File: config.mk
export PLATFORM = sky130hd
export DESIGN_NAME = alarm_ctrl
export DESIGN_NICKNAME = d
export VERILOG_FILES = /design/src/rtl/alarm_ctrl.sv
export SDC_FILE = /design/constraint.sdc
export NUM_CORES = 1
export LEC_CHECK = 0
export CORE_AREA = 2 2 67 69
export DETAILED_ROUTE_END_ITERATION = 8
export DIE_AREA = 0 0 69 71
export PLACE_DENSITY_LB_ADDON = 0.25
export SLEW_MARGIN = 0
export SYNTH_ARGS = -nofsm -noshare
export SYNTH_HDL_FRONTEND = slang
export SYNTH_SLANG_ARGS = --single-unit
export TNS_END_PERCENT = 5
File: constraint.sdc
create_clock -name clk -period 3.52 [get_ports clk]
set_input_delay 0.704 -clock clk [delete_from_list [all_inputs] [get_ports clk]]
set_output_delay 0.704 -clock clk [all_outputs]
set_load 0.03 [all_outputs]
File: src/rtl/alarm_ctrl.sv
// Alarm controller: compares the running hh:mm:ss against a programmable alarm and drives ring/snoozed.
// Latency: ring/snoozed/readback are registered, one cycle after the triggering input cycle.
// Backpressure: none; snooze/stop/set_en are single-cycle pulses consumed in the cycle presented.
//
// Ports:
//   clk, rst (synchronous, active-low)
//   seconds/minutes/hours : running time from the time counter
//   alarm_on              : arm level
//   set_en/set_hours/set_minutes : load alarm time (loaded as given, no range check)
//   snooze, stop          : control pulses
//   ring, snoozed         : registered state indications
//   alarm_hours/alarm_minutes : alarm time readback
// Optional: define SNOOZE_LIMIT_EN to cap snoozes per alarm event at MAX_SNOOZE.
module alarm_ctrl #(
  parameter int SNOOZE_MIN     = 5,
  parameter int RING_TIMEOUT_S = 60
`ifdef SNOOZE_LIMIT_EN
  , parameter int MAX_SNOOZE   = 3
`endif
) (
  input  logic       clk,
  input  logic       rst,
  input  logic [5:0] seconds,
  input  logic [5:0] minutes,
  input  logic [4:0] hours,
  input  logic       alarm_on,
  input  logic       set_en,
  input  logic [4:0] set_hours,
  input  logic [5:0] set_minutes,
  input  logic       snooze,
  input  logic       stop,
  output logic       ring,
  output logic       snoozed,
  output logic [4:0] alarm_hours,
  output logic [5:0] alarm_minutes
);

  typedef enum logic [1:0] {
    IDLE    = 2'd0,
    RINGING = 2'd1,
    SNOOZE  = 2'd2
  } state_e;

  state_e     state_q, state_d;
  logic [5:0] sec_q;
  logic [4:0] al_hr_q, al_hr_d;
  logic [5:0] al_min_q, al_min_d;
  logic [4:0] tgt_hr_q, tgt_hr_d;
  logic [5:0] tgt_min_q, tgt_min_d;
  logic [7:0] ring_cnt_q, ring_cnt_d;
  logic       ring_q, snoozed_q;

  logic       sec_edge;
  logic       hit_alarm;
  logic       hit_tgt;
  logic       snooze_ok;
  logic [6:0] snz_sum;

  // Only the second change into :00 counts, so a time held at hh:mm:00 fires once.
  assign sec_edge  = (seconds != sec_q);
  assign hit_alarm = sec_edge && (seconds == 6'd0) && (hours == al_hr_q) && (minutes == al_min_q);
  assign hit_tgt   = sec_edge && (seconds == 6'd0) && (hours == tgt_hr_q) && (minutes == tgt_min_q);

  // 7-bit add so the carry past 59 is visible before the wrap compare.
  assign snz_sum = {1'b0, minutes} + 7'(SNOOZE_MIN);

`ifdef SNOOZE_LIMIT_EN
  localparam int SCW = ($clog2(MAX_SNOOZE + 1) < 2) ? 2 : $clog2(MAX_SNOOZE + 1);
  logic [SCW-1:0] snz_cnt_q, snz_cnt_d;
  assign snooze_ok = (snz_cnt_q != SCW'(MAX_SNOOZE));
`else
  assign snooze_ok = 1'b1;
`endif

  always_comb begin
    state_d    = state_q;
    al_hr_d    = al_hr_q;
    al_min_d   = al_min_q;
    tgt_hr_d   = tgt_hr_q;
    tgt_min_d  = tgt_min_q;
    ring_cnt_d = ring_cnt_q;
`ifdef SNOOZE_LIMIT_EN
    snz_cnt_d  = snz_cnt_q;
`endif

    if (set_en) begin
      al_hr_d  = set_hours;
      al_min_d = set_minutes;
      state_d  = IDLE;
    end else if (!alarm_on) begin
      state_d = IDLE;
    end else if (stop && (state_q != IDLE)) begin
      state_d = IDLE;
    end else if (snooze && (state_q == RINGING) && snooze_ok) begin
      state_d = SNOOZE;
      if (snz_sum >= 7'd60) begin
        tgt_min_d = 6'(snz_sum - 7'd60);
        tgt_hr_d  = (hours == 5'd23) ? 5'd0 : hours + 5'd1;
      end else begin
        tgt_min_d = snz_sum[5:0];
        tgt_hr_d  = hours;
      end
`ifdef SNOOZE_LIMIT_EN
      snz_cnt_d = snz_cnt_q + 1'b1;
`endif
    end else begin
      case (state_q)
        IDLE: begin
          if (hit_alarm) begin
            state_d    = RINGING;
            ring_cnt_d = 8'd0;
          end
        end
        RINGING: begin
          if (sec_edge) begin
            if (ring_cnt_q == 8'(RING_TIMEOUT_S - 1)) begin
              state_d = IDLE;
            end else begin
              ring_cnt_d = ring_cnt_q + 8'd1;
            end
          end
        end
        SNOOZE: begin
          if (hit_tgt) begin
            state_d    = RINGING;
            ring_cnt_d = 8'd0;
          end
        end
        default: state_d = IDLE;
      endcase
    end

`ifdef SNOOZE_LIMIT_EN
    // A new alarm event starts with a fresh snooze allowance.
    if (state_d == IDLE) begin
      snz_cnt_d = '0;
    end
`endif
  end

  always_ff @(posedge clk) begin
    if (!rst) begin
      state_q    <= IDLE;
      sec_q      <= 6'd0;
      al_hr_q    <= 5'd0;
      al_min_q   <= 6'd0;
      tgt_hr_q   <= 5'd0;
      tgt_min_q  <= 6'd0;
      ring_cnt_q <= 8'd0;
      ring_q     <= 1'b0;
      snoozed_q  <= 1'b0;
`ifdef SNOOZE_LIMIT_EN
      snz_cnt_q  <= '0;
`endif
    end else begin
      state_q    <= state_d;
      sec_q      <= seconds;
      al_hr_q    <= al_hr_d;
      al_min_q   <= al_min_d;
      tgt_hr_q   <= tgt_hr_d;
      tgt_min_q  <= tgt_min_d;
      ring_cnt_q <= ring_cnt_d;
      ring_q     <= (state_d == RINGING);
      snoozed_q  <= (state_d == SNOOZE);
`ifdef SNOOZE_LIMIT_EN
      snz_cnt_q  <= snz_cnt_d;
`endif
    end
  end

  assign ring          = ring_q;
  assign snoozed       = snoozed_q;
  assign alarm_hours   = al_hr_q;
  assign alarm_minutes = al_min_q;

endmodule

# --- Word level (Yosys, flattened, before mapping) ---
# Index checks and enable logic that the tools add are counted.
word_totals:
  regBits: 40
  latch_bits: 0
  ram_bits: 0
  rom_bits: 0
  inputBits: 34
  out_inout_bits: 13
  word_cells: 62
  mem_count: 0
classes:
  add_sub_neg: 4
  n_mul: 0
  n_div: 0
  order_cmp: 1
  eq_ne: 15
  shifts: 0
  n_mux: 17
  n_bitwise: 3
  reduce_logical: 13
ops:
  columns: ["operator", "n"]
  rows:
  - ["$mux W8", 4]
  - ["$pmux W8 S3", 1]
  - ["$mux W2", 8]
  - ["$eq A6 B6 Y1", 2]
  - ["$eq A5 B5 Y1", 2]
  - ["$mux W5", 2]
  - ["$reduce_and A9 Y1", 1]
  - ["$add A8 B1 Y8 const B", 1]
  - ["$eq A8 B6 Y1 const B", 1]
  - ["$ne A2 B2 Y1 const B", 4]
  - ["$add A6 B3 Y7 const B", 1]
  - ["$ge A7 B6 Y1 const B", 1]
  - ["$logic_and A1 B1 Y1", 7]
  - ["$logic_not A6 Y1", 1]
  - ["$mux W6", 1]
  - ["$ne A6 B6 Y1", 1]
  - ["$pmux W2 S3", 1]
  - ["$sub A6 B6 Y6 const B", 1]
  - ["$add A5 B1 Y5 const B", 1]
  - ["$eq A5 B5 Y1 const B", 1]
  - ["$eq A2 B1 Y1 const B", 2]
  - ["$eq A2 B2 Y1 const B", 2]
  - ["$reduce_and A4 Y1", 1]
  - ["$not A1 Y1", 3]
  - ["3 further kinds", 3]

# --- Logic depth before layout (Yosys ltp) ---
logic_depth:
  ltp_word: 11
  ltp_mapped: 9
  depth_no_buf: 8

# --- Worst setup path before layout ---
# Ideal clock, no wire load.
synth_timing:
  path_type: "input port to flip-flop"
  startpoint: "input port minutes[2]"
  endpoint: "register tgt_hr_q[4]"
  setup_ps: 74
  arrival_time_ps: 2463
  required_ps: 3446
  setup_slack_ps: 983
  cell_stages: 9
  path_buffers: 1
  path_cell_list: "buf_4 -> a21oi_1 -> xnor2_1 -> ha_1 -> nand2_1 -> o21bai_2 -> o22ai_4 -> or4b_1 -> a31oi_1"
synth_between:
  elab_chain_cells: 3
synth_lines:
  columns: ["element", "line_no", "text"]
  rows:
  - ["start: declaration", "24", "input logic [5:0] minutes,"]
  - ["$add A6 B3 Y7", "65", "assign snz_sum = {1'b0, minutes} + 7'(SNOOZE_MIN);"]
  - ["$ge A7 B6 Y1", "96", "if (snz_sum >= 7'd60) begin"]
  - ["$mux W5", "96", null]
  - ["end signal: assignment", "160", "tgt_hr_q <= tgt_hr_d;"]
  - ["end: declaration", "48", "logic [4:0] tgt_hr_q, tgt_hr_d;"]
# No other way between the ends.
# A chain may end at the register's enable or synchronous reset.

# --- Worst setup path in the final report ---
layout_timing:
  startpoint: "input port minutes[1]"
  endpoint: "register tgt_hr_q[4]"
# Same word-level chain as after synthesis.

==> impl_metrics.toml <==
[run_status]
outcome = "complete, no violations"

[synth]
syn_nets = 282
synth-seq-cells = 40
synth-edff-count = 0
syn_avg_cell_area_um2 = 9.124
synth-warning-count = 0
synth_ff_type = "dfxtp_1"
ys_types = 49
netlist_instances = 243
async_reset_ff_share_pct = 0
synth_area_um2 = 2217
ys_seq_area_share_pct = 36.12

[cts]
cts-root-buf = "clkbuf_8"
clockBufferDepth = 2
cts_inserted_buffers = 5
h-tree-depth = 2
cts_sinks = 40
postCtsHoldBufs = 0
clkTransAtPathRegs_ps = 80
cts_tree = "yes"
post_cts_buffers = 0
ctsResizeCount = 0
clock_latency_ps = 290

[grt]
grt-ovfl-total = 0
track_usage_pct = 20.48
grt_antenna_before_repair = 0
grt_max_degree = 25
grt_pass1_wl_mm = 8.190
grt_pass1_vias = 1759

[setup_path]
cp_max_fo = 9
cp_common_cell = "ha_1"
cp_slowest_stage_delay_ps = 620
arrival_ps = 3180
worstPathCellList = "clkdlybuf4s50_1, ha_1, xnor2_1, ha_1, nand2_1, o21bai_2, o22ai_4, or4b_1, a31oi_1"
worst_path_max_delay_cell = "clkdlybuf4s50_1"
worstSetupPathType = "input pin to register"
required_ps = 3740
start_kind = "input pin"
end_kind = "register"

[finish]
ff_latch_area_um2 = 800.8
layout_common_cells = "46 x clkdlybuf4s50_1, 40 x dfxtp_1, 34 x xnor2_1, 21 x nor2_1, 14 x nand2_1"
nNetsFinal = 331
diodes = 0
syn_to_final_growth_pct = 27.82
drive_gt1_share_pct = 9.556
multiInputGateArea_um2 = 1348
fillers = 364
final_common_cell = "clkdlybuf4s50_1"

[place]
pre_cts_ws_ps = 249.2
portBuffers = 46
gp_congestion = 0.8177
place_hpwl_mm = 3.631

[route]
vias = 1904
drt-wirelength-per-cell_um = 13.84
viasPerCell = 5.519
wirelength_mm = 4.774
ant_nets = 0
dr.pass1.iters = 4
drtIter0Drc = 85
drc_errors = 0

[sta]
finalHoldViolCount = 0
setup_violations = 0
fin_crit_ps = 2962
tns_ps = 0
fin_skew_ps = 3.928
tightest_slew_ps = 432.2
rsz0062_at_grt = "false"
setup_slack_ps = 558.4
finalMaxSlewViolations = 0
fmax_mhz = 337.7
max_slew_margin_pct = 71.19
period_share_pct = 84.14

[floorplan]
initial_core_util_pct = 52.74
die-area_um2 = 4899
ioPinCount = 47
num_rows = 24
die_h_um = 71
core_um2 = 4204
die_x_um = 69

[power_and_ir_drop]
finalPower_mw = 0.9775
internal_power_mw = 0.7184
pwr-share-seq_pct = 48.3
p_leak_nw = 1.016
sw_frac_of_total_pct = 26.51
p_switching_mw = 0.2591
ir_worst_vdd_uv = 267.6
p_comb_share_pct = 18.3
powerDensity_nw_per_um2 = 344.9
clkPwrFrac_pct = 33.4

[worst_hold_path]
hp-class = "register to register"

[run]
drv_cap = 0
==> critical path, delay by kind of cell <==
kind            cells  cell delay, ps
simple gates        2             600
fa+ha+maj           2             560
xor+xnor            1             200
compound gates      3             490
buf+inv             1             620
==> registers in the layout, indices dropped and copies added (netlist names) <==
signal         cells
tgt_min_q          6
alarm_minutes      6
sec_q              6
tgt_hr_q           5
state_q            2
snoozed            1
alarm_hours        5
ring               1
ring_cnt_q         8
==> cells by family after synthesis <==
family	share of synthesized area [%]
mux	6.377
compound gates	17.61
simple gates	19.41
flops	36.12
xor+xnor	14.56
fa+ha+maj	2.822
buf+inv	3.103
==> routing by layer <==
layer / track usage [%] / vias to the layer above / wire (um)
met2: 32.91 / 41 / 2142
met4: 5.882 / 0 / 59
li1: - / 967 / -
met1: 27.02 / 888 / 2336
met3: 5.840 / 8 / 236
met5: 0 / - / 0
==> worst paths after layout <==
path	endpoint	slack [ps]	start	cells after the start
worst max-delay path	tgt_hr_q[4]	560	minutes[1]	9
worst min-delay path	tgt_min_q[5]	480	tgt_min_q[5]	2
worst max register to register	ring_cnt_q[7]	1420	ring_cnt_q[0]	7
worst min register to register	tgt_min_q[5]	480	tgt_min_q[5]	2
==> per-stage QoR <==
step,hold WS (ps),cell area [um2],cells,utilization (%)
6_report,480.3,2834,345,67.41
5_1_grt,498.9,2834,345,67.41
4_1_cts,478.2,2834,345,67.41
3_5_place_dp,466.6,2738,337,65.12
3_3_place_gp,457.9,2738,337,65.12
2_1_floorplan,444.4,2217,243,-
==> layout make-up <==
| type | instances | share of cell area, % |
|---|---|---|
| repair buffers | 51 | 17.57 |
| well taps | 52 | 2.296 |
| flip-flops and latches | 40 | 28.26 |
| multi-input cells | 187 | 47.55 |
| clock buffers | 6 | 2.914 |
| inverters | 7 | 0.9272 |
| clock inverters | 2 | 0.4857 |
==> Yosys cell counts (5+ instances only) <==
| master | number | area share (%) |
|---|---|---|
| nand3_1 | 6 | 1.4 |
| and3_1 | 5 | 1.4 |
| o21a_1 | 6 | 2.0 |
| o21ai_0 | 11 | 2.5 |
| and2_1 | 8 | 2.3 |
| mux2i_1 | 13 | 5.9 |
| dfxtp_1 | 40 | 36 |
| xnor2_1 | 34 | 13 |
| nand2_1 | 14 | 2.4 |
| o221a_2 | 5 | 2.5 |
| nand4_1 | 7 | 2.0 |
| a21oi_1 | 9 | 2.0 |
| ha_1 | 5 | 2.8 |
| inv_1 | 6 | 1.0 |
| nor2_1 | 21 | 3.6 |
| clkbuf_1 | 5 | 0.85 |
==> power groups by stage <==
stage / clock [mW] / sequential (mW) / combinational (mW)
floorplan: 0 / 0.496 / 0.0889
global route: 0.352 / 0.474 / 0.194
detailed placement: 0 / 0.483 / 0.179
finish: 0.326 / 0.472 / 0.179
CTS: 0.333 / 0.472 / 0.181
global placement: 0 / 0.483 / 0.178
(Power assumes the default switching activity.)
